==> config.mk <==
export PLATFORM = sky130hd
export DESIGN_NAME = writeback_stage_flat
export DESIGN_NICKNAME = d
export VERILOG_FILES = /design/src/rtl/writeback_stage_pkg.sv /design/src/rtl/writeback_stage_if.sv /design/src/rtl/writeback_stage_wb_fifo.sv /design/src/rtl/writeback_stage.sv /design/src/flat_wrapper.sv
export SDC_FILE = /design/constraint.sdc
export NUM_CORES = 1
export LEC_CHECK = 0
export ABC_AREA = 1
export CAP_MARGIN = 20
export CORE_MARGIN = 3
export CORE_UTILIZATION = 52
export CTS_BUF_LIST = sky130_fd_sc_hd__clkbuf_16
export CTS_CLUSTER_DIAMETER = 60
export CTS_CLUSTER_SIZE = 24
export DETAILED_ROUTE_END_ITERATION = 10
export PLACE_DENSITY = 0.87
export SKIP_CTS_REPAIR_TIMING = 1
export SLEW_MARGIN = 15
export SYNTH_ARGS = -nofsm -noshare
export SYNTH_HDL_FRONTEND = slang
export SYNTH_HIERARCHICAL = 1
export SYNTH_SLANG_ARGS = --single-unit
==> constraint.sdc <==
create_clock -name clk -period 5.5 [get_ports clk]
set_clock_uncertainty 0.15 [all_clocks]
set_input_delay 0.55 -clock clk [delete_from_list [all_inputs] [get_ports clk]]
set_output_delay 0.55 -clock clk [all_outputs]
set_load 0.05 [all_outputs]
==> src/rtl/writeback_stage_pkg.sv <==
// Shared definitions for the register-file write-back stage.
package writeback_stage_pkg;

    localparam int DATA_W    = 16;
    localparam int ADDR_W    = 4;
    localparam int REG_COUNT = 2 ** ADDR_W;
    localparam int WB_DEPTH  = 4;

    // One pending register-file write
    typedef struct packed {
        logic [ADDR_W-1:0] rd;
        logic [DATA_W-1:0] data;
    } wb_entry_t;

endpackage

==> src/rtl/writeback_stage_if.sv <==
// Bus bundle between the execute/memory paths, decode forwarding and the write-back stage.
interface writeback_stage_if;
    import writeback_stage_pkg::*;

    logic              mem_valid;
    logic              mem_ready;
    logic [ADDR_W-1:0] mem_reg;
    logic [DATA_W-1:0] mem_data;
    logic              alu_valid;
    logic              alu_ready;
    logic [ADDR_W-1:0] alu_reg;
    logic [DATA_W-1:0] alu_data;
    logic              wb_hold;
    logic              rf_enable;
    logic [ADDR_W-1:0] rf_write_reg;
    logic [DATA_W-1:0] rf_write_data;
    logic [ADDR_W-1:0] fwd_reg1;
    logic [ADDR_W-1:0] fwd_reg2;
    logic              fwd_hit1;
    logic              fwd_hit2;
    logic [DATA_W-1:0] fwd_data1;
    logic [DATA_W-1:0] fwd_data2;
    logic              wb_empty;

    // Upstream side: offers results, hold and forwarding lookups
    modport master (
        output mem_valid, mem_reg, mem_data,
        output alu_valid, alu_reg, alu_data,
        output wb_hold, fwd_reg1, fwd_reg2,
        input  mem_ready, alu_ready,
        input  rf_enable, rf_write_reg, rf_write_data,
        input  fwd_hit1, fwd_hit2, fwd_data1, fwd_data2, wb_empty
    );

    // Write-back stage side
    modport slave (
        input  mem_valid, mem_reg, mem_data,
        input  alu_valid, alu_reg, alu_data,
        input  wb_hold, fwd_reg1, fwd_reg2,
        output mem_ready, alu_ready,
        output rf_enable, rf_write_reg, rf_write_data,
        output fwd_hit1, fwd_hit2, fwd_data1, fwd_data2, wb_empty
    );
endinterface

==> src/rtl/writeback_stage_wb_fifo.sv <==
// Pending-write FIFO: two pushes per cycle (push_a is older), one pop,
// and every slot exposed in parallel with its age for the forwarding search.
module wb_fifo
    import writeback_stage_pkg::*;
#(
    parameter  int DEPTH = WB_DEPTH,
    localparam int PTR_W = $clog2(DEPTH),
    localparam int CNT_W = PTR_W + 1
) (
    input  logic                        clk,
    input  logic                        rst_n,
    input  logic                        push_a,
    input  wb_entry_t                   entry_a,
    input  logic                        push_b,
    input  wb_entry_t                   entry_b,
    input  logic                        pop,
    output wb_entry_t                   head,
    output logic [CNT_W-1:0]            count,
    output logic [DEPTH-1:0]            slot_valid,
    output logic [DEPTH-1:0][PTR_W-1:0] slot_age,
    output wb_entry_t [DEPTH-1:0]       slot_entry
);

    wb_entry_t        storage_reg [DEPTH];
    logic [PTR_W-1:0] wr_ptr_reg;
    logic [PTR_W-1:0] rd_ptr_reg;
    logic [CNT_W-1:0] count_reg;
    logic [PTR_W-1:0] wr_b_addr;
    logic [1:0]       n_push;

    // When both push, the second entry lands one slot after the first
    assign wr_b_addr = push_a ? wr_ptr_reg + PTR_W'(1) : wr_ptr_reg;
    assign n_push    = {1'b0, push_a} + {1'b0, push_b};

    // Entry storage; contents need no reset because count gates validity
    always_ff @(posedge clk) begin
        if (push_a) storage_reg[wr_ptr_reg] <= entry_a;
        if (push_b) storage_reg[wr_b_addr]  <= entry_b;
    end

    // Pointers and occupancy; pointers wrap naturally at DEPTH (power of two)
    always_ff @(posedge clk or negedge rst_n) begin
        if (!rst_n) begin
            wr_ptr_reg <= '0;
            rd_ptr_reg <= '0;
            count_reg  <= '0;
        end else begin
            wr_ptr_reg <= wr_ptr_reg + PTR_W'(n_push);
            if (pop) rd_ptr_reg <= rd_ptr_reg + PTR_W'(1);
            count_reg  <= count_reg + CNT_W'(n_push) - CNT_W'(pop);
        end
    end

    assign head  = storage_reg[rd_ptr_reg];
    assign count = count_reg;

    // Age 0 is the head (oldest); a slot is live when its age is below count
    for (genvar gi = 0; gi < DEPTH; gi++) begin : g_slot
        assign slot_age[gi]   = PTR_W'(gi) - rd_ptr_reg;
        assign slot_valid[gi] = ({1'b0, slot_age[gi]} < count_reg);
        assign slot_entry[gi] = storage_reg[gi];
    end

endmodule

==> src/rtl/writeback_stage.sv <==
// Register-file write-back stage: accepts memory and ALU results, drains one
// per cycle into the register file port, and forwards pending values to decode.
module writeback_stage
    import writeback_stage_pkg::*;
#(
    parameter int DEPTH = WB_DEPTH
) (
    input  logic           clk,
    input  logic           rst_n,
    writeback_stage_if.slave wb
);

    localparam int               PTR_W   = $clog2(DEPTH);
    localparam int               CNT_W   = PTR_W + 1;
    localparam logic [CNT_W-1:0] DEPTH_C = CNT_W'(DEPTH);

    logic [CNT_W-1:0]            count;
    logic [CNT_W-1:0]            free;
    wb_entry_t                   head;
    logic [DEPTH-1:0]            slot_valid;
    logic [DEPTH-1:0][PTR_W-1:0] slot_age;
    wb_entry_t [DEPTH-1:0]       slot_entry;
    logic                        push_mem;
    logic                        push_alu;
    logic                        pop;

    logic                        rf_enable_reg;
    logic [ADDR_W-1:0]           rf_idx_reg;
    logic [DATA_W-1:0]           rf_data_reg;

    logic [ADDR_W-1:0]           fwd_idx   [2];
    logic                        fwd_hit   [2];
    logic [DATA_W-1:0]           fwd_data  [2];
    logic                        fwd_fifo  [2];
    logic [PTR_W-1:0]            fwd_age   [2];

    // Room is judged on occupancy before this cycle's pop; the ALU result
    // only gets in alongside a load when two slots are free
    assign free         = DEPTH_C - count;
    assign wb.mem_ready = (free >= CNT_W'(1));
    assign wb.alu_ready = wb.mem_valid ? (free >= CNT_W'(2)) : (free >= CNT_W'(1));
    assign push_mem     = wb.mem_valid & wb.mem_ready;
    assign push_alu     = wb.alu_valid & wb.alu_ready;
    assign pop          = (count != '0) && !wb.wb_hold;

    wb_fifo #(.DEPTH(DEPTH)) u_fifo (
        .clk        (clk),
        .rst_n      (rst_n),
        .push_a     (push_mem),
        .entry_a    ('{rd: wb.mem_reg, data: wb.mem_data}),
        .push_b     (push_alu),
        .entry_b    ('{rd: wb.alu_reg, data: wb.alu_data}),
        .pop        (pop),
        .head       (head),
        .count      (count),
        .slot_valid (slot_valid),
        .slot_age   (slot_age),
        .slot_entry (slot_entry)
    );

    // Register-file port register: strobe one head entry per cycle, hold last value otherwise
    always_ff @(posedge clk or negedge rst_n) begin
        if (!rst_n) begin
            rf_enable_reg <= 1'b0;
            rf_idx_reg    <= '0;
            rf_data_reg   <= '0;
        end else begin
            rf_enable_reg <= pop;
            if (pop) begin
                rf_idx_reg  <= head.rd;
                rf_data_reg <= head.data;
            end
        end
    end

    assign wb.rf_enable     = rf_enable_reg;
    assign wb.rf_write_reg  = rf_idx_reg;
    assign wb.rf_write_data = rf_data_reg;
    assign wb.wb_empty      = (count == '0) && !rf_enable_reg;

    assign fwd_idx[0] = wb.fwd_reg1;
    assign fwd_idx[1] = wb.fwd_reg2;

    // Forwarding search: the outgoing register is oldest, then the youngest matching FIFO slot wins
    always_comb begin
        for (int p = 0; p < 2; p++) begin
            fwd_hit[p]  = 1'b0;
            fwd_data[p] = '0;
            fwd_fifo[p] = 1'b0;
            fwd_age[p]  = '0;
            if (rf_enable_reg && (rf_idx_reg == fwd_idx[p])) begin
                fwd_hit[p]  = 1'b1;
                fwd_data[p] = rf_data_reg;
            end
            for (int s = 0; s < DEPTH; s++) begin
                if (slot_valid[s] && (slot_entry[s].rd == fwd_idx[p]) &&
                    (!fwd_fifo[p] || (slot_age[s] > fwd_age[p]))) begin
                    fwd_fifo[p] = 1'b1;
                    fwd_age[p]  = slot_age[s];
                    fwd_hit[p]  = 1'b1;
                    fwd_data[p] = slot_entry[s].data;
                end
            end
        end
    end

    assign wb.fwd_hit1  = fwd_hit[0];
    assign wb.fwd_data1 = fwd_data[0];
    assign wb.fwd_hit2  = fwd_hit[1];
    assign wb.fwd_data2 = fwd_data[1];

endmodule

==> src/flat_wrapper.sv <==
// flat-port wrapper written by rule: the top's interface ports become plain ports
module writeback_stage_flat import writeback_stage_pkg::*;
#(
    parameter int DEPTH = WB_DEPTH
)
  (clk, rst_n, wb_mem_valid, wb_mem_reg, wb_mem_data, wb_alu_valid, wb_alu_reg, wb_alu_data, wb_wb_hold, wb_fwd_reg1, wb_fwd_reg2, wb_mem_ready, wb_alu_ready, wb_rf_enable, wb_rf_write_reg, wb_rf_write_data, wb_fwd_hit1, wb_fwd_hit2, wb_fwd_data1, wb_fwd_data2, wb_wb_empty);
  writeback_stage_if wb_i ();
  input  logic clk;
  input  logic rst_n;
  input wire logic [$bits(wb_i.mem_valid)-1:0] wb_mem_valid;
  input wire logic [$bits(wb_i.mem_reg)-1:0] wb_mem_reg;
  input wire logic [$bits(wb_i.mem_data)-1:0] wb_mem_data;
  input wire logic [$bits(wb_i.alu_valid)-1:0] wb_alu_valid;
  input wire logic [$bits(wb_i.alu_reg)-1:0] wb_alu_reg;
  input wire logic [$bits(wb_i.alu_data)-1:0] wb_alu_data;
  input wire logic [$bits(wb_i.wb_hold)-1:0] wb_wb_hold;
  input wire logic [$bits(wb_i.fwd_reg1)-1:0] wb_fwd_reg1;
  input wire logic [$bits(wb_i.fwd_reg2)-1:0] wb_fwd_reg2;
  output wire logic [$bits(wb_i.mem_ready)-1:0] wb_mem_ready;
  output wire logic [$bits(wb_i.alu_ready)-1:0] wb_alu_ready;
  output wire logic [$bits(wb_i.rf_enable)-1:0] wb_rf_enable;
  output wire logic [$bits(wb_i.rf_write_reg)-1:0] wb_rf_write_reg;
  output wire logic [$bits(wb_i.rf_write_data)-1:0] wb_rf_write_data;
  output wire logic [$bits(wb_i.fwd_hit1)-1:0] wb_fwd_hit1;
  output wire logic [$bits(wb_i.fwd_hit2)-1:0] wb_fwd_hit2;
  output wire logic [$bits(wb_i.fwd_data1)-1:0] wb_fwd_data1;
  output wire logic [$bits(wb_i.fwd_data2)-1:0] wb_fwd_data2;
  output wire logic [$bits(wb_i.wb_empty)-1:0] wb_wb_empty;
  assign wb_i.mem_valid = wb_mem_valid;
  assign wb_i.mem_reg = wb_mem_reg;
  assign wb_i.mem_data = wb_mem_data;
  assign wb_i.alu_valid = wb_alu_valid;
  assign wb_i.alu_reg = wb_alu_reg;
  assign wb_i.alu_data = wb_alu_data;
  assign wb_i.wb_hold = wb_wb_hold;
  assign wb_i.fwd_reg1 = wb_fwd_reg1;
  assign wb_i.fwd_reg2 = wb_fwd_reg2;
  assign wb_mem_ready = wb_i.mem_ready;
  assign wb_alu_ready = wb_i.alu_ready;
  assign wb_rf_enable = wb_i.rf_enable;
  assign wb_rf_write_reg = wb_i.rf_write_reg;
  assign wb_rf_write_data = wb_i.rf_write_data;
  assign wb_fwd_hit1 = wb_i.fwd_hit1;
  assign wb_fwd_hit2 = wb_i.fwd_hit2;
  assign wb_fwd_data1 = wb_i.fwd_data1;
  assign wb_fwd_data2 = wb_i.fwd_data2;
  assign wb_wb_empty = wb_i.wb_empty;
  writeback_stage #(.DEPTH(DEPTH)) u_core (.clk(clk), .rst_n(rst_n), .wb(wb_i));
endmodule
==> flow_summary_export.csv <==
group,metric,value,unit
grt,grtUsageTotal,30.9,%
layout,area_growth,27.9,%
synthesis,yosys_warnings,6,
power_and_ir_drop,p_leak,5.60,nW
synthesis,async_reset_ff_share,25.9,%
routing,wire_per_inst,20.3,um
layout,multiInputGateArea,5630,um2
layout,layout.nets,1463,
clock_tree,numCtsBuffers,9,
critical_path,startpoint,"u_core/u_fifo/rd_ptr_reg[1]",
synthesis,synthFlopType,"edfxtp_1",
routing,drt_first_iter_violations,1794,
die,ios,111,
layout,fillers,1355,
synthesis,synth.distinct_cells,40,
grt,grt_pass1_wl,47900,um
critical_path,cp_max_fo,6,
sta,hold_violations,0,
status,outcome,"finished with violations",
critical_path,start_kind,"flop",
grt,overflow,0,
critical_path,end_kind,"output pin",
synthesis,synth.most_common_cell,"nand2_1",
synthesis,synth.avg_cell_area,7.27,um2
clock_tree,h-tree-depth,3,
die,die_area,19400,um2
synthesis,synth_top_area_share,26.0,%
routing,firstDrtPassIters,8,
synthesis,syn_nets,1355,
layout,largest_reg_flops,80,
placed_design,io_buffers,110,
synthesis,yosysSeqAreaShare,33.6,%
grt,grt_pass1_vias,8655,
clock_tree,cts_buffer_depth,2,
synthesis,synth_common_cells,"461 x nand2_1, 150 x nand4_1, 137 x nand3_1",
routing,wl,32700,um
sta,period_share,106,%
clock_tree,cts-root-buf,"clkbuf_16",
status,violations,"max-capacitance violations, max-slew violations, negative setup slack",
sta,period_needed,5.85,ns
critical_path,reg2reg_from,"u_core/u_fifo/count[0]",
critical_path,rrSetupSlack,1.53,ns
synthesis,netlist_area,9240,um2
routing,vias,10121,
sta,finalSetupViolations,32,
critical_path,worst_path_largest_cell_delay,0.43,ns
die,coreArea,17400,um2
synthesis,synth_area_leaders,"edfxtp_1 26%, nand2_1 19%, nand4_1 10%, dfrtp_1 7.6%, nand3_1 7.4%",
critical_path,cp_slowest_cell,"dfrtp_1",
routing,final_antenna_net_count,0,
die,dieHeight,139,um
layout,drive_gt1_share,23.7,%
die,die_w,139,um
clock_tree,clock_latency,0.36,ns
sta,fin_ws,-0.353,ns
critical_path,ff2ff_path_depth,13,
clock_tree,cts_tree,"done",
run,drv_cap,1,
routing,viasPerCell,6.29,
power_and_ir_drop,peakVddDrop,0.000662,V
sta,finalHoldWorstSlack,0.423,ns
critical_path,worst_ep_required_time,4.80,ns
die,num_rows,48,
clock_tree,path_clk_slew,0.08,ns
grt,grt_antenna_before_repair,0,
critical_path,worstSetupPathType,"flop to output pin",
sta,drv_slew,1,
placed_design,dp_hpwl,23500,um
sta,max_freq,171,MHz
die,initial_core_util,53.3,%
synthesis,ys_ff_latch,108,
power_and_ir_drop,p_per_area,729,nW/um2
layout,antenna_cells,0,
layout,layout.area.seq,3100,um2
sta,slew_headroom,-0.746,%
sta,worst_pin_slew,1.50,ns
critical_path,critPathArrivalTime,5.15,ns
hold_path,hold_class,"primary input to async pin",
placed_design,gp_congestion,1.08,
synthesis,synth.largest_area_cell,"edfxtp_1",
sta,fin_tns_setup,-9.11,ns
synthesis,synth-edff-count,80,
grt,grt_max_degree,61,
clock_tree,cts.sinks,108,
routing,route.detailed.drc,0,
sta,rsz0062_at_grt,"true",
critical_path,reg2reg_to,"u_core/u_fifo/storage_reg[3][0]",
synthesis,syn_inst,1272,
## critical path, delay by kind of cell, from the launching register on
family / cells / cell delay, ns
flip-flops: 1 / 0.43
buffers and inverters: 9 / 0.72
adder cells (fa/ha/maj): 4 / 1.03
AND/OR/NAND/NOR: 19 / 1.71
AO/OA/AOI/OAI: 6 / 0.89
## cell type report
class                           instances  area share [%]
Multi-Input combinational cell        952            47.6
Sequential cell                       108            26.3
Timing Repair Buffer                  178            16.8
Inverter                              130            4.28
Tap cell                              225            2.38
Clock buffer                            9            1.91
Clock inverter                          7           0.709
Timing Repair inverter                  1          0.0953
## through the flow
stage	cell area [um2]	utilization (%)	power, mW	setup WS (ns)	std cells
3_5_place_dp	10900	63.0	7.32	-0.0580	1574
4_1_cts	11200	64.8	8.00	-0.413	1590
3_3_place_gp	10900	63.0	7.21	0.105	1574
6_report	11800	68.1	8.62	-0.353	1610
2_1_floorplan	9460	-	5.40	0.0227	1272
5_1_grt	11800	68.1	8.97	-0.622	1610
## cell usage in the layout, fill, tap and decap left out, drive strengths merged, types with 3 or more instances in the layout
cell type | Yosys | layout
mux2 | 16 | 16
o21bai | 3 | 3
buf | 63 | 99
nand2 | 484 | 486
inv | 93 | 116
ha | 29 | 29
edfxtp | 80 | 80
a21oi | 5 | 5
xor2 | 4 | 4
nand3 | 145 | 145
xnor2 | 8 | 8
or2 | 3 | 3
dfrtp | 28 | 28
clkdlybuf4s50 | 0 | 78
clkbuf | 21 | 10
nor2 | 39 | 39
nand4 | 152 | 152
a22oi | 32 | 32
o21ai | 24 | 24
clkinv | 37 | 22
## how the worst max path moves through the flow
| stage | to | cells past startpoint |
|---|---|---|
| floorplan | wb_fwd_data1[10] | 40 |
| global placement | wb_fwd_data2[9] | 32 |
| detailed placement | wb_fwd_data2[7] | 32 |
| CTS | wb_fwd_data2[6] | 36 |
| global route | wb_fwd_data2[6] | 38 |
| finish | wb_fwd_data2[6] | 38 |
## layer usage
| layer | part of all wire, % | vias up | track usage, % |
|---|---|---|---|
| met5 | 0 | - | 0 |
| met4 | 3.3 | 0 | 7.62 |
| met3 | 16 | 141 | 6.98 |
| met2 | 43 | 898 | 46.2 |
| met1 | 38 | 4549 | 45.6 |
| li1 | - | 4533 | - |
## cells by family after synthesis
kind of cell	synth area share, %
compound gates	4.48
fa+ha+maj	4.14
flops	33.6
buf+inv	12.0
mux	1.95
simple gates	42.6
xor+xnor	1.22
## power by group
group          total (mW)  internal [mW]  switching, mW  leakage, nW
Sequential           1.77           1.36          0.404         1.08
Combinational        6.16           2.17           4.00         4.37
Clock               0.682          0.329          0.353        0.151
Power figures use the tool's default switching activity.
